File: src/rtl/tempsens_cal_lut_loader.sv
// Calibration-LUT serial loader: fetches every table word and shifts it to the sensor on cal_clk/cal_dat.
// Optional CRC-8 of the shifted bit stream when TEMPSENS_CAL_CRC_EN is defined.
module tempsens_cal_lut_loader #(
    parameter int N_VDAC      = 7,
    parameter int N_LUT       = 7,
    parameter int HALF_PERIOD = 4
) (
    input  logic              clk,
    input  logic              reset,
    input  logic              start,
    input  logic              abort,
    output logic [N_VDAC-1:0] rd_addr,
    input  logic [N_LUT-1:0]  rd_data,
    input  logic              cal_ena_req,
    output logic              cal_clk,
    output logic              cal_dat,
    output logic              cal_ena,
    output logic              busy,
`ifdef TEMPSENS_CAL_CRC_EN
    output logic [7:0]        crc,
`endif
    output logic              done
);

    localparam int HPW = (HALF_PERIOD > 1) ? $clog2(HALF_PERIOD) : 1;
    localparam int BCW = (N_LUT > 1) ? $clog2(N_LUT) : 1;
    localparam logic [HPW-1:0] HP_LAST  = HPW'(HALF_PERIOD - 1);
    localparam logic [BCW-1:0] BIT_LAST = BCW'(N_LUT - 1);

    typedef enum logic [2:0] {
        S_IDLE,
        S_FETCH,
        S_LOAD,
        S_SHIFT_LO,
        S_SHIFT_HI,
        S_FIN
    } state_t;

    state_t             state_q, state_d;
    logic [N_VDAC-1:0]  idx_q, idx_d;
    logic [N_LUT-1:0]   sr_q, sr_d;
    logic [N_LUT-1:0]   sr_shifted;
    logic [BCW-1:0]     bit_q, bit_d;
    logic [HPW-1:0]     hp_q, hp_d;
    logic               lut_valid_q, lut_valid_d;
    logic               cal_clk_q, cal_clk_d;
    logic               cal_dat_q, cal_dat_d;
    logic               cal_ena_q, cal_ena_d;
    logic               busy_q, busy_d;
    logic               done_q, done_d;

    assign sr_shifted = sr_q << 1;

    // NOTE: every signal gets its default before the case, so no path can infer a latch.
    always_comb begin
        state_d     = state_q;
        idx_d       = idx_q;
        sr_d        = sr_q;
        bit_d       = bit_q;
        hp_d        = hp_q;
        lut_valid_d = lut_valid_q;
        cal_dat_d   = cal_dat_q;

        case (state_q)
            S_IDLE: begin
                if (start && !abort) begin
                    state_d     = S_FETCH;
                    idx_d       = '1;
                    lut_valid_d = 1'b0;
                end
            end
            S_FETCH: state_d = S_LOAD;
            S_LOAD: begin
                sr_d      = rd_data;
                bit_d     = BIT_LAST;
                hp_d      = '0;
                cal_dat_d = rd_data[N_LUT-1];
                state_d   = S_SHIFT_LO;
            end
            S_SHIFT_LO: begin
                if (hp_q == HP_LAST) begin
                    hp_d    = '0;
                    state_d = S_SHIFT_HI;
                end else begin
                    hp_d = hp_q + HPW'(1);
                end
            end
            S_SHIFT_HI: begin
                if (hp_q == HP_LAST) begin
                    hp_d = '0;
                    if (bit_q != '0) begin
                        sr_d      = sr_shifted;
                        bit_d     = bit_q - BCW'(1);
                        cal_dat_d = sr_shifted[N_LUT-1];
                        state_d   = S_SHIFT_LO;
                    end else if (idx_q != '0) begin
                        idx_d   = idx_q - N_VDAC'(1);
                        state_d = S_FETCH;
                    end else begin
                        lut_valid_d = 1'b1;
                        state_d     = S_FIN;
                    end
                end else begin
                    hp_d = hp_q + HPW'(1);
                end
            end
            S_FIN:   state_d = S_IDLE;
            default: state_d = S_IDLE;
        endcase

        // Abort drops a partial load; the sensor LUT contents are no longer trustworthy.
        if (abort && (state_q inside {S_FETCH, S_LOAD, S_SHIFT_LO, S_SHIFT_HI})) begin
            state_d     = S_IDLE;
            lut_valid_d = 1'b0;
        end

        busy_d    = state_d inside {S_FETCH, S_LOAD, S_SHIFT_LO, S_SHIFT_HI};
        done_d    = (state_d == S_FIN);
        cal_clk_d = (state_d == S_SHIFT_HI);
        if (state_d == S_IDLE) begin
            cal_dat_d = 1'b0;
        end
        cal_ena_d = lut_valid_d & cal_ena_req & ~busy_d;
    end

    // NOTE: clocked state uses non-blocking assignments only, so every flop samples pre-edge values.
    always_ff @(posedge clk) begin
        if (reset) begin
            state_q     <= S_IDLE;
            idx_q       <= '1;
            sr_q        <= '0;
            bit_q       <= '0;
            hp_q        <= '0;
            lut_valid_q <= 1'b0;
            cal_clk_q   <= 1'b0;
            cal_dat_q   <= 1'b0;
            cal_ena_q   <= 1'b0;
            busy_q      <= 1'b0;
            done_q      <= 1'b0;
        end else begin
            state_q     <= state_d;
            idx_q       <= idx_d;
            sr_q        <= sr_d;
            bit_q       <= bit_d;
            hp_q        <= hp_d;
            lut_valid_q <= lut_valid_d;
            cal_clk_q   <= cal_clk_d;
            cal_dat_q   <= cal_dat_d;
            cal_ena_q   <= cal_ena_d;
            busy_q      <= busy_d;
            done_q      <= done_d;
        end
    end

    assign rd_addr = idx_q;
    assign cal_clk = cal_clk_q;
    assign cal_dat = cal_dat_q;
    assign cal_ena = cal_ena_q;
    assign busy    = busy_q;
    assign done    = done_q;

`ifdef TEMPSENS_CAL_CRC_EN
    logic [7:0] crc_q, crc_d;

    // Each bit is folded in on the cycle cal_clk rises, i.e. the last SHIFT_LO cycle.
    always_comb begin
        crc_d = crc_q;
        if (state_q == S_IDLE && start && !abort) begin
            crc_d = 8'h00;
        end else if (state_q == S_SHIFT_LO && hp_q == HP_LAST) begin
            crc_d = {crc_q[6:0], 1'b0} ^ ({8{crc_q[7] ^ cal_dat_q}} & 8'h07);
        end
    end

    always_ff @(posedge clk) begin
        if (reset) begin
            crc_q <= 8'h00;
        end else begin
            crc_q <= crc_d;
        end
    end

    assign crc = crc_q;
`endif

endmodule

File: config.mk
export PLATFORM = sky130hd
export DESIGN_NAME = tempsens_cal_lut_loader
export DESIGN_NICKNAME = d
export VERILOG_FILES = /design/src/rtl/tempsens_cal_lut_loader.sv
export SDC_FILE = /design/constraint.sdc
export NUM_CORES = 1
export LEC_CHECK = 0
export ABC_AREA = 1
export CAP_MARGIN = 20
export CORE_MARGIN = 2
export CORE_UTILIZATION = 25
export DETAILED_ROUTE_END_ITERATION = 12
export GPL_ROUTABILITY_DRIVEN = 0
export HOLD_SLACK_MARGIN = 0.12
export PLACE_DENSITY_LB_ADDON = 0.1
export REMOVE_ABC_BUFFERS = 1
export SLEW_MARGIN = 40
export SYNTH_ARGS = -nofsm -noshare
export SYNTH_HDL_FRONTEND = slang
export SYNTH_SLANG_ARGS = --single-unit
File: constraint.sdc
create_clock -name clk -period 4.5 [get_ports clk]
set_clock_uncertainty 0.2 [all_clocks]
set_input_delay 0.9 -clock clk [delete_from_list [all_inputs] [get_ports clk]]
set_output_delay 0.9 -clock clk [all_outputs]
set_load 0.005 [all_outputs]
==> impl_metrics.env, run 1 <==
export IMPL_outcome="complete, no violations"
export IMPL_ir_drop_mv=0.125
export IMPL_synth_cell_type_count=29
export IMPL_required_ns=3.40
export IMPL_cts_buffers=3
export IMPL_max_clock_path_buffers=2
export IMPL_drc=0
export IMPL_cp_start_kind="register"
export IMPL_wl_per_cell_um=11.4
export IMPL_crit_start="rd_addr[3]$_SDFFE_PP1P_"
export IMPL_power_internal_mw=0.374
export IMPL_setup_violations=0
export IMPL_grt_pass1_vias=1248
export IMPL_postCtsHoldBufs=0
export IMPL_crit_path_end="rd_addr[3]"
export IMPL_place_area_mm2=0.00173
export IMPL_critical_path_class="register to output pin"
export IMPL_ctsResizeCount=0
export IMPL_rows=27
export IMPL_dieArea_mm2=0.00642
export IMPL_maxSlewViolCount=0
export IMPL_hold_class="register to register"
export IMPL_hold_viol=0
export IMPL_clock_latency_ns=0.27
export IMPL_synth_area_per_cell_um2=7.24
export IMPL_setup_slack_ns=2.16
export IMPL_endpoint_kind="output pin"
export IMPL_cts_root_buf="clkbuf_8"
export IMPL_fin_crit_ns=2.34
export IMPL_vias_per_cell=4.31
export IMPL_cts_tree="done"
export IMPL_grt_usage_pct=11.2
export IMPL_yosysTopAreaCellShare_pct=37.3
export IMPL_synth_top_area_cell="dfxtp_1"
export IMPL_port_buffers=23
export IMPL_synth_area_leaders="dfxtp_1 37%, nand2_1 13%, nand3_1 6.2%, ha_1 5.2%, nor2_1 5.2%"
export IMPL_final_area_mm2=0.00178
export IMPL_cp_arrival_ns=1.24
export IMPL_drt_total_wl_mm=3.34
export IMPL_dp_cells=290
export IMPL_final_antenna_net_count=0
export IMPL_dp_hpwl_mm=2.45
export IMPL_start_util_pct=26.1
export IMPL_area_growth_pct=22.9
export IMPL_grt_pass1_wl_mm=5.64
export IMPL_clockPowerShare_pct=26.6
export IMPL_seqPwrFrac_pct=51.2
export IMPL_worstPathMaxFanout=5
export IMPL_ys_seq_area_share_pct=37.3
export IMPL_cts_max_level=1
export IMPL_multi_input_area_um2=795
export IMPL_netlist_instances=200
export IMPL_vias=1267
export IMPL_synth_ff_type="dfxtp_1"
export IMPL_postCtsSetupRepairBufs=0
export IMPL_async_flop_share_pct=0
export IMPL_r2r_setup_slack_ns=2.53
export IMPL_n_antenna_cell=0
export IMPL_powerDensity_mw_per_mm2=300
export IMPL_die_width_um=80.1
export IMPL_relSlewSlack_pct=65.5
export IMPL_nets=241
export IMPL_synth_seq_cells=27
export IMPL_coreArea_mm2=0.00554
export IMPL_cp_slowest_cell="clkdlybuf4s50_1"
export IMPL_setup_tns_ns=0
export IMPL_final_cell_count_no_fill=294
export IMPL_synth_edf_count=0
export IMPL_clock_sinks=27
export IMPL_power_mw=0.533
export IMPL_combPwrFrac_pct=22.2
export IMPL_switching_share_pct=29.9
export IMPL_max_freq_ghz=0.427
export IMPL_ys_warn_count=0
export IMPL_drtIter0Drc=57
export IMPL_grt_max_degree=20
export IMPL_power_switching_mw=0.160
export IMPL_firstDrtPassIters=4
export IMPL_finalHoldWorstSlack_ns=0.255
export IMPL_place_ws_ns=1.85
export IMPL_crit_buf_inv=1
export IMPL_leakagePower_nw=0.763
export IMPL_syn_cell_area_mm2=0.00145
export IMPL_n_fill_cell=633
export IMPL_period_share_pct=52.1
export IMPL_cpPeakStageDelay_ns=0.54
export IMPL_path_clk_slew_ns=0.10
export IMPL_drive_gt1_share_pct=9.91
export IMPL_ioPinCount=24
export IMPL_finish_utilization_pct=32.1
export IMPL_antenna_found_initial=0
export IMPL_cp_top_family="buffers and inverters"
export IMPL_r2r_end="sr_q[3]$_SDFFE_PP0P_"
export IMPL_crit_cells=1
export IMPL_rsz0062_at_grt="false"
export IMPL_reg2reg_from="state_q[1]$_SDFF_PP0_"
export IMPL_max_cap_viol_count=0
export IMPL_worst_pin_slew_ns=0.517
export IMPL_register_area_um2=541
export IMPL_rr_worst_depth=7
export IMPL_worstPathCellList="clkdlybuf4s50_1"
export IMPL_overflow=0
export IMPL_die_h_um=80.1
area by class of cell:
class	instances	area share, %
multi-input cells	147	44.7
flip-flops and latches	27	30.4
repair buffers	23	12.9
well taps	72	5.06
inverters	21	4.43
clock buffers	4	2.53
kinds of logic (layout without fill, tap and decap cells):
group	count (synthesis)	after routing	synth area share, %
AOI/OAI and AO/OA	31	31	14.1
xor gates and xnor gates	4	4	2.42
adders and majority gates	6	6	5.19
buffers and inverters	26	48	7.78
DFF	27	27	37.3
and+or+nand+nor	106	106	33.2
cell usage in the layout, fill, tap and decap left out:
cell,instances
a22oi_1,1
o21ai_4,2
or2_2,1
nor2_1,20
o21ai_0,7
nor3b_1,1
and3_1,1
inv_1,16
dfxtp_1,27
nand4_1,3
o21ai_1,6
nor3_1,3
a21oi_2,1
nor2_4,2
clkdlybuf4s50_1,23
ha_1,6
nand2_1,49
xnor2_1,2
nand3_1,18
a21oi_1,9
clkbuf_8,3
nand2_2,5
clkbuf_1,1
nand2_4,1
nor2_2,2
o211a_1,3
xor2_1,2
inv_2,5
o211ai_1,2
worst min-delay path by stage:
stage / cells past startpoint / slack [ns] / startpoint / end
6_report: 2 / 0.25 / sr_q[4]$_SDFFE_PP0P_ / sr_q[4]$_SDFFE_PP0P_
5_1_grt: 2 / 0.29 / sr_q[4]$_SDFFE_PP0P_ / sr_q[4]$_SDFFE_PP0P_
4_1_cts: 2 / 0.26 / sr_q[4]$_SDFFE_PP0P_ / sr_q[4]$_SDFFE_PP0P_
3_5_place_dp: 2 / 0.24 / sr_q[4]$_SDFFE_PP0P_ / sr_q[4]$_SDFFE_PP0P_
3_3_place_gp: 2 / 0.25 / sr_q[4]$_SDFFE_PP0P_ / sr_q[4]$_SDFFE_PP0P_
2_1_floorplan: 2 / 0.23 / sr_q[4]$_SDFFE_PP0P_ / sr_q[4]$_SDFFE_PP0P_
registers in the layout, summed over array words and instances, names as in the netlist:
| signal | flops |
|---|---|
| hp_q | 2 |
| cal_dat | 1 |
| rd_addr | 7 |
| lut_valid_q | 1 |
| busy | 1 |
| sr_q | 6 |
| state_q | 3 |
| cal_ena | 1 |
| done | 1 |
| bit_q | 3 |
| cal_clk | 1 |
worst min-delay path, delay by kind of cell, from the launching register on:
kind                   cells  cell delay (ns)
flip-flops                 1             0.31
buffers and inverters      1             0.06
AO/OA/AOI/OAI              1             0.05
Yosys cell counts (2+ instances only):
master / count
nand2_1: 49
dfxtp_1: 27
nor2_1: 20
nand3_1: 18
inv_1: 16
a21oi_1: 9
o21ai_0: 7
ha_1: 6
o21ai_1: 6
inv_2: 5
nand2_2: 5
nand4_1: 3
nor3_1: 3
o211a_1: 3
buf_6: 2
clkbuf_1: 2
nor2_2: 2
nor2_4: 2
o211ai_1: 2
o21ai_4: 2
xnor2_1: 2
xor2_1: 2
power by group through the flow:
stage | clock network [mW] | logic (mW) | registers, mW
after floorplan | 0 | 0.0760 | 0.276
after global placement | 0 | 0.121 | 0.279
after detailed placement | 0 | 0.120 | 0.279
after CTS | 0.153 | 0.120 | 0.273
after global routing | 0.158 | 0.135 | 0.276
final | 0.142 | 0.119 | 0.273
metal layers:
layer	part of all wire, %	global-route usage [%]
met1	52	14.5
met2	45	18.7
met3	2.4	2.36
met4	0.96	3.05
met5	0	0
Note: power is estimated with default switching activity, not from simulation.
==> run 2: changes to the inputs <==
clock period = 1.9 ns   (was 4.5 ns; I/O delays follow)
==> run 2 against run 1 <==
  * Non-clock buffer count is 10 higher
  * Worst setup slack worse by 2.1 ns
  * Register-to-register slack worse by 2.3 ns
  * Sequential power is 140% higher
  * Clock power is 130% higher
  * Via count is 3.1% higher
  * Critical path depth stayed put
  * Combinational power grew to 2.6 times the previous value
  * Global-route usage is 0.69 points higher
  * Final cell count is 3.4% higher
  * Largest power group unchanged
  * Die area stayed put
  * Sequential share of layout area is 1.6 points lower
==> impl_metrics.env, run 2 (synthesized netlist as in run 1, its figures left out) <==
export IMPL_cpPeakStageDelay_ns=0.54
export IMPL_path_clk_slew_ns=0.10
export IMPL_finalHoldWorstSlack_ns=0.262
export IMPL_cts_buffers=3
export IMPL_grt_pass1_vias=1316
export IMPL_dp_hpwl_mm=2.58
export IMPL_port_buffers=23
export IMPL_rows=27
export IMPL_ioPinCount=24
export IMPL_grt_usage_pct=11.8
export IMPL_vias_per_cell=4.30
export IMPL_final_cell_count_no_fill=304
export IMPL_cp_top_family="buffers and inverters"
export IMPL_postCtsHoldBufs=0
export IMPL_grt_pass1_wl_mm=6.03
export IMPL_relSlewSlack_pct=82.4
export IMPL_area_growth_pct=30.3
export IMPL_cp_slowest_cell="clkdlybuf4s50_1"
export IMPL_worstPathMaxFanout=5
export IMPL_required_ns=1.32
export IMPL_drt_total_wl_mm=3.33
export IMPL_powerDensity_mw_per_mm2=683
export IMPL_start_util_pct=26.1
export IMPL_outcome="complete, no violations"
export IMPL_crit_buf_inv=1
export IMPL_final_cell_mix="48 x nand2_1, 25 x dfxtp_1, 23 x clkdlybuf4s50_1"
export IMPL_critical_path_class="register to output pin"
export IMPL_period_share_pct=96.9
export IMPL_worst_pin_slew_ns=0.263
export IMPL_firstDrtPassIters=4
export IMPL_hold_class="register to register"
export IMPL_nets=251
export IMPL_cp_arrival_ns=1.26
export IMPL_grt_max_degree=16
export IMPL_endpoint_kind="output pin"
export IMPL_leakagePower_nw=0.820
export IMPL_cp_start_kind="register"
export IMPL_max_freq_ghz=0.543
export IMPL_drtIter0Drc=55
export IMPL_final_antenna_net_count=0
export IMPL_cts_max_level=1
export IMPL_dieArea_mm2=0.00642
export IMPL_hold_viol=0
export IMPL_cts_root_buf="clkbuf_8"
export IMPL_die_h_um=80.1
export IMPL_overflow=0
export IMPL_n_antenna_cell=0
export IMPL_fin_crit_ns=1.84
export IMPL_max_clock_path_buffers=2
export IMPL_cts_tree="done"
export IMPL_dp_cells=300
export IMPL_vias=1306
export IMPL_largest_reg_flops=7
export IMPL_setup_violations=0
export IMPL_max_cap_viol_count=0
export IMPL_ctsResizeCount=0
export IMPL_drive_gt1_share_pct=16.4
export IMPL_layout_commonest_cell="nand2_1"
export IMPL_clock_latency_ns=0.27
export IMPL_rsz0062_at_grt="false"
export IMPL_postCtsSetupRepairBufs=0
export IMPL_wl_per_cell_um=11.0
export IMPL_worstPathCellList="clkdlybuf4s50_1"
export IMPL_coreArea_mm2=0.00554
export IMPL_ir_drop_mv=0.320
export IMPL_antenna_found_initial=0
export IMPL_die_width_um=80.1
export IMPL_clock_sinks=27
export IMPL_maxSlewViolCount=0
export IMPL_setup_tns_ns=0
export IMPL_drc=0
-- run 2: path summary, 6_finish.rpt --
path	from	end	slack [ns]	cells after the start
worst max-delay path	rd_addr[4]$_SDFFE_PP1P_	rd_addr[4]	0.06	1
worst min-delay path	sr_q[4]$_SDFFE_PP0P_	sr_q[4]$_SDFFE_PP0P_	0.26	2
worst max register to register	state_q[1]$_SDFF_PP0_	busy$_SDFF_PP0_	0.20	10
worst min register to register	sr_q[4]$_SDFFE_PP0P_	sr_q[4]$_SDFFE_PP0P_	0.26	2
-- run 2: layer usage --
| layer | vias up | share of wire (%) | track usage (%) |
|---|---|---|---|
| li1 | 716 | - | - |
| met1 | 571 | 48 | 15.4 |
| met2 | 17 | 48 | 19.6 |
| met3 | 2 | 2.8 | 2.81 |
| met4 | 0 | 0.72 | 3.22 |
| met5 | - | 0 | 0 |
-- run 2: worst register-to-register path: cells and delay by family, from the launching register on --
| family | cells | cell delay [ns] |
|---|---|---|
| AND/OR/NAND/NOR | 10 | 1.04 |
| flip-flops | 1 | 0.37 |
-- run 2: power breakdown --
part	internal [mW]	switching, mW	total [mW]
registers	0.610	0.0371	0.647
clock network	0.147	0.186	0.333
logic	0.145	0.163	0.308
total	0.902	0.386	1.29
-- run 2: cell type report --
class | count | area (um2)
fillers | 606 | 3650
clock buffers | 3 | 41.3
flip-flops and latches | 27 | 543
clock inverters | 1 | 5.00
repair buffers | 33 | 318
well taps | 72 | 90.1
multi-input cells | 147 | 810
inverters | 21 | 78.8
-- run 2: stage by stage --
stage	setup slack (ns)	util [%]	total power, mW	instance area (um2)
floorplan	0.257	-	0.834	1410
global placement	0.0411	32.9	0.967	1820
detailed placement	0.00304	32.9	0.965	1820
CTS	0.0387	33.7	1.31	1870
global route	0.000574	34.0	1.38	1890
finish	0.0587	34.0	1.29	1890
